**config.mk**
```make
export PLATFORM = sky130hd
export DESIGN_NAME = countgen_sequencer_flat
export DESIGN_NICKNAME = d
export VERILOG_FILES = /design/src/rtl/countgen_sequencer_if.sv /design/src/rtl/countgen_sequencer.sv /design/src/flat_wrapper.sv
export SDC_FILE = /design/constraint.sdc
export NUM_CORES = 1
export LEC_CHECK = 0
export ABC_AREA = 1
export CAP_MARGIN = 20
export CORE_MARGIN = 2
export CORE_UTILIZATION = 25
export CTS_CLUSTER_SIZE = 40
export DETAILED_ROUTE_END_ITERATION = 8
export HOLD_SLACK_MARGIN = 0.05
export PLACE_DENSITY = 0.48
export SYNTH_ARGS = -nofsm -noshare
export SYNTH_HDL_FRONTEND = slang
export SYNTH_SLANG_ARGS = --single-unit
```
**constraint.sdc**
```tcl
create_clock -name clk -period 3.2 [get_ports clk]
set_clock_uncertainty 0.1 [all_clocks]
set_input_delay 0.64 -clock clk [delete_from_list [all_inputs] [get_ports clk]]
set_output_delay 0.64 -clock clk [all_outputs]
set_load 0.05 [all_outputs]
```
**src/rtl/countgen_sequencer_if.sv**
```systemverilog
// Config, playback-control and generator-facing signals of the countgen sequencer.
// The master side is the config/control block plus the generator; the slave is the sequencer.
interface countgen_sequencer_if #(
  parameter int AW = 3,
  parameter int CW = 16
);
  logic          cfg_we;
  logic [AW-1:0] cfg_addr;
  logic [31:0]   cfg_period;
  logic [CW-1:0] cfg_count;
  logic [AW:0]   seq_len;
  logic          loop_en;
  logic          start;
  logic          stop;
  logic          gen_out;
  logic [31:0]   gen_period;
  logic          gen_rst;
  logic          busy;
  logic          done;
  logic [AW-1:0] cur_idx;

  modport master (
    output cfg_we, cfg_addr, cfg_period, cfg_count, seq_len, loop_en, start, stop, gen_out,
    input  gen_period, gen_rst, busy, done, cur_idx
  );

  modport slave (
    input  cfg_we, cfg_addr, cfg_period, cfg_count, seq_len, loop_en, start, stop, gen_out,
    output gen_period, gen_rst, busy, done, cur_idx
  );
endinterface

```
**src/rtl/countgen_sequencer.sv**
```systemverilog
// Plays a table of (period, cycle-count) entries into one countgen generator,
// counting gen_out rising edges to decide when each entry is finished.
//   state | meaning
//   IDLE  | generator held in reset, waiting for start
//   LOAD  | one cycle: new period presented, generator still in reset
//   RUN   | generator running, rising edges of gen_out counted
module countgen_sequencer #(
  parameter int AW = 3,
  parameter int CW = 16
) (
  input logic                clk,
  input logic                rst,
  countgen_sequencer_if.slave bus
);
  typedef enum logic [1:0] {IDLE = 2'd0, LOAD = 2'd1, RUN = 2'd2} state_t;

  localparam int            DEPTH   = 2 ** AW;
  localparam logic [AW:0]   MAX_LEN = (AW + 1)'(DEPTH);

  state_t        r_state, w_state_nxt;
  logic [31+CW:0] r_table [DEPTH];
  logic [31:0]   r_gen_period;
  logic [CW-1:0] r_count;
  logic [CW-1:0] r_edge_cnt;
  logic [AW-1:0] r_cur_idx, w_idx_nxt;
  logic [AW:0]   r_len;
  logic          r_loop;
  logic          r_gen_out_q;
  logic          r_done;
  logic          w_rise, w_entry_done, w_last, w_finish;
  logic [CW:0]   w_cnt_inc, w_target;

  always_ff @(posedge clk) begin
    if (bus.cfg_we) r_table[bus.cfg_addr] <= {bus.cfg_period, bus.cfg_count};
  end

  // Compare one bit wider than the counter so edge_cnt itself never has to wrap.
  assign w_rise       = bus.gen_out & ~r_gen_out_q;
  assign w_cnt_inc    = {1'b0, r_edge_cnt} + 1'b1;
  assign w_target     = (r_count == '0) ? (CW + 1)'(1) : {1'b0, r_count};
  assign w_entry_done = (r_state == RUN) && w_rise && (w_cnt_inc >= w_target);
  assign w_last       = ({1'b0, r_cur_idx} == (r_len - 1'b1));

  always_comb begin
    w_state_nxt = r_state;
    w_idx_nxt   = r_cur_idx;
    w_finish    = 1'b0;
    unique case (r_state)
      IDLE: begin
        if (bus.start && !bus.stop && (bus.seq_len != '0)) begin
          w_state_nxt = LOAD;
          w_idx_nxt   = '0;
        end
      end
      LOAD: w_state_nxt = bus.stop ? IDLE : RUN;
      RUN: begin
        if (bus.stop) begin
          w_state_nxt = IDLE;
        end else if (w_entry_done) begin
          if (!w_last) begin
            w_idx_nxt   = r_cur_idx + 1'b1;
            w_state_nxt = LOAD;
          end else if (r_loop) begin
            w_idx_nxt   = '0;
            w_state_nxt = LOAD;
          end else begin
            w_state_nxt = IDLE;
            w_finish    = 1'b1;
          end
        end
      end
      default: w_state_nxt = IDLE;
    endcase
  end

  always_ff @(posedge clk) begin
    if (rst) begin
      r_state      <= IDLE;
      r_gen_period <= '0;
      r_count      <= '0;
      r_edge_cnt   <= '0;
      r_cur_idx    <= '0;
      r_len        <= '0;
      r_loop       <= 1'b0;
      r_gen_out_q  <= 1'b0;
      r_done       <= 1'b0;
    end else begin
      r_state   <= w_state_nxt;
      r_cur_idx <= w_idx_nxt;
      r_done    <= w_finish;
      if (r_state == IDLE && w_state_nxt == LOAD) begin
        r_len  <= (bus.seq_len > MAX_LEN) ? MAX_LEN : bus.seq_len;
        r_loop <= bus.loop_en;
      end
      // Entry fields are captured on the way into LOAD so later writes only affect future loads.
      if (w_state_nxt == LOAD) begin
        r_gen_period <= r_table[w_idx_nxt][CW +: 32];
        r_count      <= r_table[w_idx_nxt][CW-1:0];
      end
      if (r_state == RUN) begin
        r_gen_out_q <= bus.gen_out;
        if (w_rise && !w_entry_done) r_edge_cnt <= r_edge_cnt + 1'b1;
      end else begin
        r_gen_out_q <= 1'b0;
        r_edge_cnt  <= '0;
      end
    end
  end

  assign bus.gen_period = r_gen_period;
  assign bus.gen_rst    = (r_state != RUN);
  assign bus.busy       = (r_state != IDLE);
  assign bus.done       = r_done;
  assign bus.cur_idx    = r_cur_idx;
endmodule

```
**src/flat_wrapper.sv**
```systemverilog
// flat-port wrapper written by rule: the top's interface ports become plain ports
module countgen_sequencer_flat 
#(
  parameter int AW = 3,
  parameter int CW = 16
)
  (clk, rst, bus_cfg_we, bus_cfg_addr, bus_cfg_period, bus_cfg_count, bus_seq_len, bus_loop_en, bus_start, bus_stop, bus_gen_out, bus_gen_period, bus_gen_rst, bus_busy, bus_done, bus_cur_idx);
  countgen_sequencer_if #(.AW(AW), .CW(CW)) bus_i ();
  input logic clk;
  input logic rst;
  input wire logic [$bits(bus_i.cfg_we)-1:0] bus_cfg_we;
  input wire logic [$bits(bus_i.cfg_addr)-1:0] bus_cfg_addr;
  input wire logic [$bits(bus_i.cfg_period)-1:0] bus_cfg_period;
  input wire logic [$bits(bus_i.cfg_count)-1:0] bus_cfg_count;
  input wire logic [$bits(bus_i.seq_len)-1:0] bus_seq_len;
  input wire logic [$bits(bus_i.loop_en)-1:0] bus_loop_en;
  input wire logic [$bits(bus_i.start)-1:0] bus_start;
  input wire logic [$bits(bus_i.stop)-1:0] bus_stop;
  input wire logic [$bits(bus_i.gen_out)-1:0] bus_gen_out;
  output wire logic [$bits(bus_i.gen_period)-1:0] bus_gen_period;
  output wire logic [$bits(bus_i.gen_rst)-1:0] bus_gen_rst;
  output wire logic [$bits(bus_i.busy)-1:0] bus_busy;
  output wire logic [$bits(bus_i.done)-1:0] bus_done;
  output wire logic [$bits(bus_i.cur_idx)-1:0] bus_cur_idx;
  assign bus_i.cfg_we = bus_cfg_we;
  assign bus_i.cfg_addr = bus_cfg_addr;
  assign bus_i.cfg_period = bus_cfg_period;
  assign bus_i.cfg_count = bus_cfg_count;
  assign bus_i.seq_len = bus_seq_len;
  assign bus_i.loop_en = bus_loop_en;
  assign bus_i.start = bus_start;
  assign bus_i.stop = bus_stop;
  assign bus_i.gen_out = bus_gen_out;
  assign bus_gen_period = bus_i.gen_period;
  assign bus_gen_rst = bus_i.gen_rst;
  assign bus_busy = bus_i.busy;
  assign bus_done = bus_i.done;
  assign bus_cur_idx = bus_i.cur_idx;
  countgen_sequencer #(.AW(AW), .CW(CW)) u_core (.clk(clk), .rst(rst), .bus(bus_i));
endmodule
```
Word level (Yosys, flattened, before mapping)

Memory sizes are Yosys's and may differ from the RTL's. A register that Yosys moved wholly into a read port is not among the register bits.
Index checks and enable logic that the tools add are counted.

Bits in registers: 28
RAM bits: 384
Bits of input ports: 62
Output and inout port bits: 38
Word-level logic and storage cells: 56
Memories: 1

Memory list:

| memory         | words | bits a word | rd ports | clocked after memory_dff | wr ports | RTL line                 | RTL |
|---|---|---|---|---|---|---|---|
| u_core.r_table | 8     | 48          | 1        | 1                        | 1        | countgen_sequencer.sv:21 | `logic [31+CW:0] r_table [DEPTH];` |

Add/subtract/negate cells: 4
$lt $le $gt $ge: 2
Equal/unequal tests: 5
Mux-type cells: 18
Bitwise logic cells: 5
Reductions and logical operators: 14

Operator list:

| operator              | count |
|---|---|
| $add 16x1->17 const B | 1 |
| $ge 17x17->1          | 1 |
| $add 16x1->16 const B | 1 |
| $logic_not 16->1      | 1 |
| $mux 16               | 1 |
| $mux 3                | 5 |
| $mux 2                | 5 |
| $logic_and 1x1->1     | 6 |
| $pmux 2 s3            | 1 |
| $pmux 3 s2            | 1 |
| $reduce_or 5->1       | 1 |
| $eq 2x1->1 const B    | 2 |
| $eq 3x4->1            | 1 |
| $gt 4x4->1 const B    | 1 |
| $mux 1                | 4 |
| $mux 4                | 1 |
| $not 1->1             | 4 |
| $reduce_bool 4->1     | 1 |
| $sub 4x1->4 const B   | 1 |
| $add 3x1->3 const B   | 1 |
| $eq 2x2->1 const B    | 1 |
| $logic_not 1->1       | 2 |
| $logic_not 2->1       | 1 |
| $ne 2x2->1 const B    | 1 |
| 3 further kinds       | 3 |

Logic depth before layout (Yosys ltp)

Depth in word-level cells: 9
Mapped depth: 28
Depth with buffers taken out: 26

Worst setup path after synthesis

Ideal clock, no wire load.

Path kind: input -> register
From: in bus_cfg_addr[0]
To: mem u_core.r_table[0][0] (netlist name), enable pin
Library setup time: 454 ps
Data arrival time: 2,797 ps
Required time: 2,646 ps
Slack: -151 ps
Stages on the path: 3
Path buffers: 0
Cells stage by stage: inv_1 > nand2_1 > nor2_1

RTL lines:

| item            | RTL line                 | RTL |
|---|---|---|
| start, declared | flat_wrapper.sv:12       | `input wire logic [$bits(bus_i.cfg_addr)-1:0] bus_cfg_addr;` |
| end, declared   | countgen_sequencer.sv:21 |  |

No word-level cell before the write port.

Final worst setup path

From: reg u_core.r_edge_cnt[1]
To: reg u_core.r_gen_period[14], in the netlist u_core.bus.gen_period[14], read port of u_core.r_table

Cells in the longest elaborated chain, start to end: 7
Elaborated cells between the ends (all ways): 10
Classes of those cells: 1 x add/sub; 1 x order compare; 1 x eq/ne; 6 x mux; 1 x reduce/logical

Ends and longest elaborated chain:

| item                     | RTL line                  | RTL |
|---|---|---|
| start, declared          | countgen_sequencer.sv:24  | `logic [CW-1:0] r_edge_cnt;` |
| start signal, assigned   | countgen_sequencer.sv:102 | `if (w_rise && !w_entry_done) r_edge_cnt <= r_edge_cnt + 1'b1;` |
| $add 16x1->17 *          | countgen_sequencer.sv:39  | `assign w_cnt_inc = {1'b0, r_edge_cnt} + 1'b1;` |
| net u_core.w_cnt_inc[14] | countgen_sequencer.sv:31  | `logic [CW:0] w_cnt_inc, w_target;` |
| $ge 17x17->1 *           | countgen_sequencer.sv:41  | `assign w_entry_done = (r_state == RUN) && w_rise && (w_cnt_inc >= w_target);` |
| $logic_and 1x1->1 *      | countgen_sequencer.sv:41  |  |
| $mux 2                   | countgen_sequencer.sv:59  | `end else if (w_entry_done) begin` |
| $mux 2                   | countgen_sequencer.sv:57  | `if (bus.stop) begin` |
| $pmux 2 s3               | countgen_sequencer.sv:48  | `unique case (r_state)` |
| $eq 2x1->1               | countgen_sequencer.sv:96  | `if (w_state_nxt == LOAD) begin` |
| end, declared            | countgen_sequencer.sv:22  | `logic [31:0] r_gen_period;` |

Mark *: on every way through the listed nets, which the timed path passes. The rest lies on a longest branch.
A chain may end at the register's enable or synchronous reset.

==> reports/results.ini <==
[placed_design]
io_buffers = 99
place.gp.congestion = 0.772
dpl_cell_area_um2 = 23600
placed_cells = 3188
dp_hpwl_mm = 32.4

[detailed_routing]
drc = 0
vias = 14900
viasPerCell = 4.45
wl_mm = 60.7
drt_iter0_drc = 1011
wire_per_inst_um = 18.1
drt.antenna.violating_nets = 0
first_pass_iters = 5

[status]
status = finished, violations left
violations = negative setup slack

[sta]
setup_tns_ps = -19930
fin_crit_ps = 3640
worstMarginPinSlew_ps = 578
worst_slack_ps = -441
max-slew-margin-rel_pct = 61.4
slew_viol_final = 0
holdWs_ps = 400
setup_violations = 53
period_share_pct = 114
rsz0062_at_grt = yes
max_freq_ghz = 0.275
hold_violations = 0

[logic_synthesis]
syn_inst = 2020
synth_area_um2 = 20200
syn_area_per_cell_um2 = 10.0
syn-num-nets = 2101
yosysWarnings = 0
ys_seq_area_share_pct = 64.5
synthDistinctLibCells = 36
ys_ff_latch = 460

[critical_path]
start_kind = flop
path_max_fanout = 7
cp.required_ps = 3630
worstSetupPathType = reg2reg
arrival_ps = 4070
worstSetupEndpointType = flop

[clock_tree]
clk_latency_ps = 600
cts_root_buffer = clkbuf_16
cts_max_path_buffers = 3
cts_tree = done
numCtsBuffers = 52
clk_pin_slew_ps = 60
htreeDepth = 2
cts_sinks = 460

[final_layout]
final_core_utilization_pct = 34.5
final_common_cell = edfxtp_1
nets = 2331
area_delta_synth_final_pct = 36.9
fin_area_um2 = 27700
drive_above_1_share_pct = 21.5
fin_cells = 3354
layout_common_cells = edfxtp_1, nand2_1, nand3_1

[grt]
globalRouteMet3Util_pct = 3.02
grt.met1_usage_pct = 18.2
top_usage_layer = met2
use_met2_pct = 23.1
grt_pass1_vias = 14400
antenna_found_initial = 9
grt.overflow.total = 0
grt_max_degree = 61
grtUsageTotal_pct = 13.8
grt_first_pass_wirelength_mm = 87.9

[floorplan]
io-pin-count = 100
start_util_pct = 25.2
die_w_um = 289
coreArea_um2 = 80300
num_rows = 104
die_area_um2 = 83300
die_h_um = 289

[power]
leakage_nw = 11.3
powerDensity_nw_per_um2 = 521
vdd_drop_max_mv = 0.374

[run]
maxCapViolations = 0

[hold_path]
hp-class = reg2reg

worst max-delay path, cell delays in order, from the launching register on:
cell and delay, ps:
dfxtp_2 360, buf_6 120, ha_4 150, nand2_4 60, nor2_4 160, nand3_4 140, nor2_2 130, xor2_1 230
ha_1 300, nand2_4 90, nor2_4 30, nand4_1 80, nor2_1 60, nor2_2 150, nand3_4 120, buf_4 150
nand4_1 70, nand2_1 70, inv_2 60, nand2_2 80, nand2_8 120, buf_12 180, clkbuf_16 180, nand3_1 80
nand3_1 90, nand2_2 80, a21oi_2 120
cells by family after synthesis:
logic type / count (synthesis) / share of synthesized area [%]
AO/OA/AOI/OAI: 135 / 3.51
adder cells (fa/ha/maj): 19 / 1.17
XOR/XNOR: 14 / 0.606
AND/OR/NAND/NOR: 931 / 20.5
buffers and inverters: 461 / 9.70
flip-flops: 460 / 64.5
registers in the layout, summed over array words and instances, names as in the netlist:
register and count:
u_core.r_edge_cnt 16, u_core.bus.done 1, u_core.bus.cur_idx 3, u_core.r_len 4
u_core.r_count 16, u_core.r_state 2, u_core.r_loop 1, u_core.bus.gen_period 32
u_core.r_table 384, u_core.r_gen_out_q 1
stage by stage:
| step | setup WS [ps] | power (mW) |
|---|---|---|
| 6_report | -441 | 14.5 |
| 5_1_grt | -665 | 15.0 |
| 4_1_cts | -434 | 14.5 |
| 3_5_place_dp | -567 | 8.07 |
| 3_3_place_gp | -485 | 8.06 |
| 2_1_floorplan | -151 | 7.52 |
repair_timing:
item                       CTS  global route
setup buffers               24            16
cloned                      16            18
resized for setup          107           183
setup endpoints to repair   65            68
hold endpoints to repair     0             0
hold buffers                 0             0
pin swaps                   37            87
layout make-up:
| class | instances | area, um^2 |
|---|---|---|
| diodes | 1 | 2.50 |
| clock buffers | 70 | 1460 |
| clock inverters | 27 | 359 |
| fillers | 7887 | 52600 |
| inverters | 348 | 1330 |
| multi-input cells | 1101 | 6330 |
| flip-flops and latches | 460 | 13100 |
| well taps | 1060 | 1330 |
| repair buffers | 287 | 3850 |
cell usage after synthesis:
master	instances	share of area, %
nand3_4	1	0.087
clkbuf_1	33	0.61
a21oi_2	3	0.13
a21o_1	1	0.037
nand2_2	3	0.093
buf_1	7	0.13
nand2_1	408	7.6
nand3_1	442	11
dfxtp_1	76	7.5
inv_2	3	0.056
or4_1	1	0.037
a41oi_1	1	0.043
buf_6	16	0.89
a21oi_1	63	1.6
buf_2	40	0.99
a41o_1	1	0.049
clkinv_1	3	0.056
ha_1	19	1.2
nor3_1	2	0.049
xnor2_1	1	0.043
nand3b_1	2	0.074
nor2_1	51	0.95
nand4_2	1	0.062
nor2_4	1	0.056
edfxtp_1	384	57
o21ai_0	61	1.5
or2_2	2	0.062
nand4_1	6	0.19
nor2_2	4	0.12
o21a_1	1	0.037
a211oi_1	4	0.15
nand3_2	3	0.15
inv_1	342	6.3
buf_4	17	0.63
nor4_1	4	0.12
xor2_1	13	0.56
where the power goes:
group          internal (mW)  total [mW]  switching [mW]  leakage, nW
clock network           3.85        6.30            2.45        0.895
registers               6.71        6.79          0.0787         4.11
logic                  0.543        1.37           0.826         6.30
path summary, 6_finish.rpt:
path	startpoint	to	slack, ps	depth (start not counted)
max	u_core.r_edge_cnt[1]	u_core.bus.gen_period[14]	-440	26
min	u_core.r_len[3]	u_core.r_len[3]	400	2
max reg2reg	u_core.r_edge_cnt[1]	u_core.bus.gen_period[14]	-440	26
min reg2reg	u_core.r_len[3]	u_core.r_len[3]	400	2
routing by layer:
layer	share of wire, %	wire [um]	vias to the layer above
met3	5.5	3360	102
met5	0.14	84	-
li1	-	-	7199
met1	44	26700	7286
met2	48	29300	323
met4	2.1	1270	14
No activity file was read; power rests on OpenSTA's default activity.
